`src/rtl/fifo_burst_reader_pkg.sv`:
```
// Shared types and default sizing for the FIFO burst reader.
package fifo_burst_reader_pkg;

    localparam int unsigned DATA_W_DEF  = 32;
    localparam int unsigned LEN_W_DEF   = 8;
    localparam int unsigned TIMEOUT_DEF = 16;

    typedef enum logic [1:0] {
        S_IDLE  = 2'd0,
        S_READ  = 2'd1,
        S_FLUSH = 2'd2,
        S_DONE  = 2'd3
    } state_e;

endpackage

```
`src/rtl/fifo_burst_skid.sv`:
```
// Two-entry in-order skid buffer; each entry carries data plus a last tag in its MSB.
module fifo_burst_skid #(
    parameter int unsigned W = 33
) (
    input  logic         clk,
    input  logic         rst,
    input  logic         push,
    input  logic [W-1:0] push_entry,
    input  logic         pop,
    output logic [1:0]   occ,
    output logic [W-1:0] head
);

    logic [W-1:0] slot0_q, slot0_d;
    logic [W-1:0] slot1_q, slot1_d;
    logic [1:0]   occ_q, occ_d;

    // slot0 is always the head; simultaneous push/pop keeps occupancy and order
    always_comb begin
        slot0_d = slot0_q;
        slot1_d = slot1_q;
        occ_d   = occ_q;
        case ({push, pop})
            2'b10: begin
                if (occ_q == 2'd0) slot0_d = push_entry;
                else               slot1_d = push_entry;
                occ_d = occ_q + 2'd1;
            end
            2'b01: begin
                slot0_d = slot1_q;
                occ_d   = occ_q - 2'd1;
            end
            2'b11: begin
                if (occ_q == 2'd1) begin
                    slot0_d = push_entry;
                end else begin
                    slot0_d = slot1_q;
                    slot1_d = push_entry;
                end
            end
            default: ;
        endcase
    end

    always_ff @(posedge clk) begin
        if (rst) begin
            slot0_q <= '0;
            slot1_q <= '0;
            occ_q   <= 2'd0;
        end else begin
            slot0_q <= slot0_d;
            slot1_q <= slot1_d;
            occ_q   <= occ_d;
        end
    end

    assign occ  = occ_q;
    assign head = slot0_q;

endmodule

```
`src/rtl/fifo_burst_reader.sv`:
```
// Drains a FIFO read port in host-requested bursts onto a valid/ready stream.
// Define FIFO_BURST_READER_TIMEOUT_EN to abandon a burst after TIMEOUT empty cycles.
module fifo_burst_reader
    import fifo_burst_reader_pkg::*;
#(
    parameter int unsigned DATA_W  = DATA_W_DEF,
    parameter int unsigned LEN_W   = LEN_W_DEF,
    parameter int unsigned TIMEOUT = TIMEOUT_DEF
) (
    input  logic              rd_clk,
    input  logic              rst,
    input  logic              req_valid,
    output logic              req_ready,
    input  logic [LEN_W-1:0]  req_len,
    input  logic              fifo_empty_n,
    output logic              fifo_rd_en,
    input  logic [DATA_W-1:0] fifo_data,
    output logic              m_valid,
    input  logic              m_ready,
    output logic [DATA_W-1:0] m_data,
    output logic              m_last,
    output logic              busy,
    output logic              done,
    output logic [LEN_W-1:0]  done_count,
    output logic              timeout
);

    localparam int unsigned ENTRY_W = DATA_W + 1;

    if (TIMEOUT == 0) begin : g_bad_timeout
        $error("fifo_burst_reader: TIMEOUT must be nonzero");
    end

    state_e             state_q, state_d;
    logic [LEN_W-1:0]   remaining_q, remaining_d;
    logic [LEN_W-1:0]   delivered_q, delivered_d;
    logic               pending_q, pending_d;
    logic               pend_last_q, pend_last_d;
    logic               busy_q, busy_d;
    logic               req_ready_q, req_ready_d;
    logic               done_q, done_d;
    logic               timeout_q, timeout_d;
    logic [LEN_W-1:0]   done_count_q, done_count_d;

    logic [1:0]         occ;
    logic [ENTRY_W-1:0] head;
    logic               pop_c;
    logic               rd_en_c;
    logic [2:0]         fill_c;
    logic               to_hit_c;
    logic               trunc_c;

    fifo_burst_skid #(.W(ENTRY_W)) u_skid (
        .clk        (rd_clk),
        .rst        (rst),
        .push       (pending_q),
        .push_entry ({pend_last_q, fifo_data}),
        .pop        (pop_c),
        .occ        (occ),
        .head       (head)
    );

    assign m_valid = (occ != 2'd0);
    assign m_data  = head[DATA_W-1:0];
    assign m_last  = m_valid && head[DATA_W];
    assign pop_c   = m_valid && m_ready;

    // Issue only if the word cannot overflow the skid when it lands next cycle
    assign fill_c  = 3'(occ) + 3'(pending_q) - 3'(pop_c);
    assign rd_en_c = (state_q == S_READ) && fifo_empty_n &&
                     (remaining_q != '0) && (fill_c < 3'd2);
    assign fifo_rd_en = rd_en_c;

`ifdef FIFO_BURST_READER_TIMEOUT_EN
    localparam int unsigned TO_W = $clog2(TIMEOUT + 1);

    logic [TO_W-1:0] to_cnt_q, to_cnt_d;
    logic            trunc_q, trunc_d;

    always_comb begin
        to_cnt_d = to_cnt_q;
        trunc_d  = trunc_q;
        to_hit_c = 1'b0;
        if (state_q == S_IDLE) begin
            to_cnt_d = '0;
            trunc_d  = 1'b0;
        end else if (state_q == S_READ) begin
            if (rd_en_c) begin
                to_cnt_d = '0;
            end else if (!fifo_empty_n && (remaining_q != '0)) begin
                to_cnt_d = to_cnt_q + TO_W'(1);
                if (to_cnt_d == TO_W'(TIMEOUT)) begin
                    to_hit_c = 1'b1;
                    trunc_d  = 1'b1;
                    to_cnt_d = '0;
                end
            end
        end
    end

    always_ff @(posedge rd_clk) begin
        if (rst) begin
            to_cnt_q <= '0;
            trunc_q  <= 1'b0;
        end else begin
            to_cnt_q <= to_cnt_d;
            trunc_q  <= trunc_d;
        end
    end

    assign trunc_c = trunc_q;
`else
    assign to_hit_c = 1'b0;
    assign trunc_c  = 1'b0;
`endif

    always_comb begin
        state_d     = state_q;
        remaining_d = remaining_q;
        delivered_d = delivered_q;
        pending_d   = rd_en_c;
        pend_last_d = rd_en_c && (remaining_q == LEN_W'(1));
        if (pop_c) delivered_d = delivered_q + LEN_W'(1);

        case (state_q)
            S_IDLE: begin
                if (req_valid) begin
                    remaining_d = req_len;
                    delivered_d = '0;
                    state_d     = (req_len == '0) ? S_DONE : S_READ;
                end
            end
            S_READ: begin
                if (rd_en_c) remaining_d = remaining_q - LEN_W'(1);
                if ((remaining_d == '0) || to_hit_c) state_d = S_FLUSH;
            end
            S_FLUSH: begin
                if ((occ == 2'd0) && !pending_q) state_d = S_DONE;
            end
            S_DONE:  state_d = S_IDLE;
            default: state_d = S_IDLE;
        endcase

        // Status outputs are registered copies of what the next state implies
        busy_d       = (state_d != S_IDLE);
        req_ready_d  = (state_d == S_IDLE);
        done_d       = (state_d == S_DONE);
        done_count_d = done_d ? delivered_d : '0;
        timeout_d    = done_d && trunc_c;
    end

    always_ff @(posedge rd_clk) begin
        if (rst) begin
            state_q      <= S_IDLE;
            remaining_q  <= '0;
            delivered_q  <= '0;
            pending_q    <= 1'b0;
            pend_last_q  <= 1'b0;
            busy_q       <= 1'b0;
            req_ready_q  <= 1'b1;
            done_q       <= 1'b0;
            timeout_q    <= 1'b0;
            done_count_q <= '0;
        end else begin
            state_q      <= state_d;
            remaining_q  <= remaining_d;
            delivered_q  <= delivered_d;
            pending_q    <= pending_d;
            pend_last_q  <= pend_last_d;
            busy_q       <= busy_d;
            req_ready_q  <= req_ready_d;
            done_q       <= done_d;
            timeout_q    <= timeout_d;
            done_count_q <= done_count_d;
        end
    end

    assign busy       = busy_q;
    assign req_ready  = req_ready_q;
    assign done       = done_q;
    assign timeout    = timeout_q;
    assign done_count = done_count_q;

endmodule

```
`config.mk`:
```
export PLATFORM = sky130hd
export DESIGN_NAME = fifo_burst_reader
export DESIGN_NICKNAME = d
export VERILOG_FILES = /design/src/rtl/fifo_burst_reader_pkg.sv /design/src/rtl/fifo_burst_skid.sv /design/src/rtl/fifo_burst_reader.sv
export SDC_FILE = /design/constraint.sdc
export NUM_CORES = 1
export LEC_CHECK = 0
export CAP_MARGIN = 20
export CORE_ASPECT_RATIO = 0.8
export CORE_UTILIZATION = 40
export CTS_CLUSTER_SIZE = 12
export DETAILED_ROUTE_END_ITERATION = 8
export GPL_ROUTABILITY_DRIVEN = 0
export GPL_TIMING_DRIVEN = 0
export PLACE_DENSITY = 0.67
export SETUP_SLACK_MARGIN = 0.05
export SYNTH_ARGS = -nofsm -noshare
export SYNTH_HDL_FRONTEND = slang
export SYNTH_SLANG_ARGS = --single-unit
```
`constraint.sdc`:
```
create_clock -name rd_clk -period 6.5 [get_ports rd_clk]
set_clock_uncertainty 0.1 [all_clocks]
set_input_delay 1.3 -clock rd_clk [delete_from_list [all_inputs] [get_ports rd_clk]]
set_output_delay 1.3 -clock rd_clk [all_outputs]
set_load 0.03 [all_outputs]
```
==> results of run 1 <==
==> sequential cells by signal, indices dropped and copies added, names as in the netlist <==
signal          count
pend_last_q         1
u_skid.head        33
u_skid.occ          2
pending_q           1
remaining_q         8
busy                1
state_q             2
u_skid.slot1_q     33
delivered_q         8
done                1
req_ready           1
done_count          8
==> synthesized netlist by cell type, types with 2 or more instances <==
cell,number
ha_1,7
a211oi_1,36
nor2b_1,6
nand2_1,16
xnor2_1,3
buf_4,33
nor3b_1,4
and3_1,3
a22oi_1,35
nor2_1,96
nor3_1,2
inv_1,10
a21oi_1,9
dfxtp_1,99
or2_2,4
or3_1,2
nor4_1,4
o21ai_0,9
nand4_1,3
mux2i_1,38
and2_1,2
nand2b_1,3
xor2_1,8
buf_2,3
clkbuf_1,23
inv_2,2
==> how the worst min path moves through the flow <==
stage,start,end,cells after the start
final,u_skid.slot1_q[1],u_skid.slot1_q[1],2
after floorplan,u_skid.slot1_q[0],u_skid.slot1_q[0],2
after global placement,u_skid.slot1_q[21],u_skid.slot1_q[21],2
after detailed placement,u_skid.slot1_q[11],u_skid.slot1_q[11],2
after CTS,u_skid.head[32],u_skid.head[32],2
after global routing,u_skid.slot1_q[14],u_skid.slot1_q[14],2
==> layer usage <==
metal,part of all wire,GRT usage,vias to the layer above
met3,0.048,0.0480,7
met2,0.46,0.306,89
met5,0,0,-
met1,0.49,0.258,1717
li1,-,-,1873
met4,0.0077,0.0469,0
==> area by class of cell <==
class	instances	area, um2
well taps	140	175
repair buffers	90	901
multi-input cells	314	2060
clock buffers	13	270
inverters	12	45.0
clock inverters	3	43.8
fillers	956	4710
flip-flops and latches	99	1980
plain buffers	59	349
==> metrics by stage <==
stage               setup slack [ns]  instances   util  instance area [um2]
floorplan                       2.16        484      -                 4430
global placement               0.766        714  0.523                 5510
detailed placement             0.762        714  0.523                 5510
CTS                            0.752        730  0.553                 5820
global route                   0.626        730  0.553                 5820
finish                         0.742        730  0.553                 5820
==> critical path, cell delays in order <==
cell and delay, ns:
clkdlybuf4s50_1 0.54, nand2_1 0.14, nor2_1 0.18, o21ai_0 0.14
fa_1 0.50, nand4b_1 0.26, a211o_2 0.45, inv_2 0.15
clkdlybuf4s50_1 0.69
==> report_power, final <==
part           internal, uW  total (uW)  switching [uW]
logic                   403         910             507
clock network           331         554             223
registers               704         774            70.5
total                  1440        2240             800
==> cell families after synthesis <==
group	count (synthesis)
adders and majority gates	8
xor gates and xnor gates	12
and+or+nand+nor	153
other	1
DFF	99
AOI/OAI and AO/OA	101
buffers and inverters	71
muxes	39
==> summary by stage, run 1 <==
Yosys
The share of synthesized area in the top cell type comes to 0.447. The number of library cell types mapped by synthesis is 50. In the post-synthesis netlist, the biggest area contributors are dfxtp_1 45%, mux2i_1 8.6%, nor2_1 8.1%, a211oi_1 6.1%, a22oi_1 5.9%. The average instance in the mapped netlist occupies 9.16 um2.

The number of flops mapped to enable cells by yosys is 0. Of the total synthesized cell area, the portion taken by XOR and XNOR cells is 0.0254. Of the total synthesized cell area, the portion taken by AND, OR, NAND and NOR gates is 0.160. For this run, the leading register cell type out of synthesis is dfxtp_1. Of all cell types, the one taking the most synthesized area is dfxtp_1. The number of nets handed over by synthesis was 537.

The number of cells produced by synthesis is 484. The number of warning messages in the yosys log is 0. The fraction of registers with async set/reset is 0. The portion of netlist area occupied by mux cells is 0.0884. The synthesized design contains 99 register bits. The fraction of the mapped netlist area in compound gates is 0.165. The portion of the post-synthesis area used by sequential elements is 0.447. Summing every instance area after synthesis gives 4430 um2. The area share of fa/ha/maj cells after synthesis is 0.0243. After synthesis, the largest family of logic cells by area is compound AO/OA/AOI/OAI gates.

Power and ir drop
The power density relative to cell area is 384 nW/um2. IR analysis of the VDD net gives a maximum drop of 0.190 mV. The total power of the final layout is 2240 uW.

The static leakage is 0.00214 uW.

STA
The max-slew violation count is 0. Setup violations remaining at the end of the flow were counted as 0. The pin slew with the least headroom to its limit is 0.600 ns.

The total count of hold-check failures in the final report is 0. Derived from the worst setup path, the maximum achievable clock frequency is 0.174 GHz. Setup repair after global routing left no endpoint under its margin.

The worst-case headroom to the max-slew limit is 0.600. The routed design could run at a clock period as short as 5.76 ns. The worst slack on hold paths is 0.397 ns.

The final worst-path cycle share is 0.886. The setup TNS after final layout is 0 ns.

Clock network
Clock tree synthesis inserted a total of 9 buffers. The post-CTS repair timing setup buffer count is 0. The clock insertion delay at the later pin of the skew report is 0.34 ns. The clock-pin transition on the worst setup and hold timing paths is 0.06 ns. The clock tree synthesis step divided the H-tree into 3 levels.

The clock tree from TritonCTS is built. The TritonCTS sink count is 99. Once the clock tree was built, the resizer swapped 0 gates to a different size. The maximum buffer depth of the clock tree is 2. The number of hold-repair buffers added at the cts stage is 0. The root buffer cell chosen for the clock tree is clkbuf_16.

Worst setup path
The critical path in this run is classified as input port to output port. The largest fanout of any net on the critical path is 7. The startpoint of the worst register-to-register path is u_skid.occ[1].

The critical path launch point is m_ready. The register-to-register setup slack is 2.84 ns. The worst path required time is 5.10 ns. The capturing instance or port of the critical path is fifo_rd_en. The capture instance of the worst register-to-register path is state_q[0]. The worst setup path is launched from an input port. Measured in cells, the most critical reg-to-reg path has a length of 13. STA classifies the critical path endpoint as an output port. The arrival time reported for the critical path endpoint is 4.36 ns.

Drt
The first detailed-routing pass ran for 4 iterations. The average wire length per cell after detail routing is 14.6 um. The DRC violation count after routing is 0. Dividing the detail-routed via count by the number of cells gives 5.05.

Summing over every cut layer, the via total after detailed routing is 3686. In this run the remaining antenna-violating nets after routing total 0. For this block, the initial DRC count from the detailed router was 197. The final routed wirelength across all metal layers is 10.6 mm.

Final layout
The number of antenna diodes is 0. The net count reported at finish is 638. The library cell used most frequently in the layout, excluding fill and tap cells, is dfxtp_1. In the layout the commonest cells are 99 x dfxtp_1, 96 x nor2_1, 90 x clkdlybuf4s50_1. The relative area change from synthesis to final layout is 31.4%. Of the cells placed in the final design, the portion with a size suffix greater than 1 is 0.112.

Global route
After global routing the overflow that remains totals 0. The first-pass GRT wire length is 17.1 mm. Across every metal layer, demand over resource in global routing totals 0.191.

Entering global routing, the biggest net connects 16 pins. The initial antenna violation count is 0. The number of global-route vias before repair is 3512.

Floorplan
The starting density of the core is 0.421. The vertical die dimension is 96.1 um. In this run the standard cell core region covers 10500 um2. The number of rows created at floorplan is 33. From left edge to right edge, the die measures 120 um.

During I/O placement, the number of pins put on the boundary was 92. The floorplan step defined a die boundary enclosing 11500 um2.

Run status
The flow ran to the end, and the final reports show no timing, DRC or antenna violations.

Place
During placement, the flow inserted port buffers numbering 90. Detailed placement finished with a half-perimeter wire length of 7.91 mm.

Flow run
The tool flagged a number of max-cap violations equal to 0.

Hold path
The worst hold path belongs to the class register to register.
No activity file was read; power rests on OpenSTA's default activity.
==> run 2, diff against run 1 <==
Settings changed: SLEW_MARGIN set to 30.
==> results of run 2 <==
The final DEF is identical to that of run 1; final timing and power are the same.
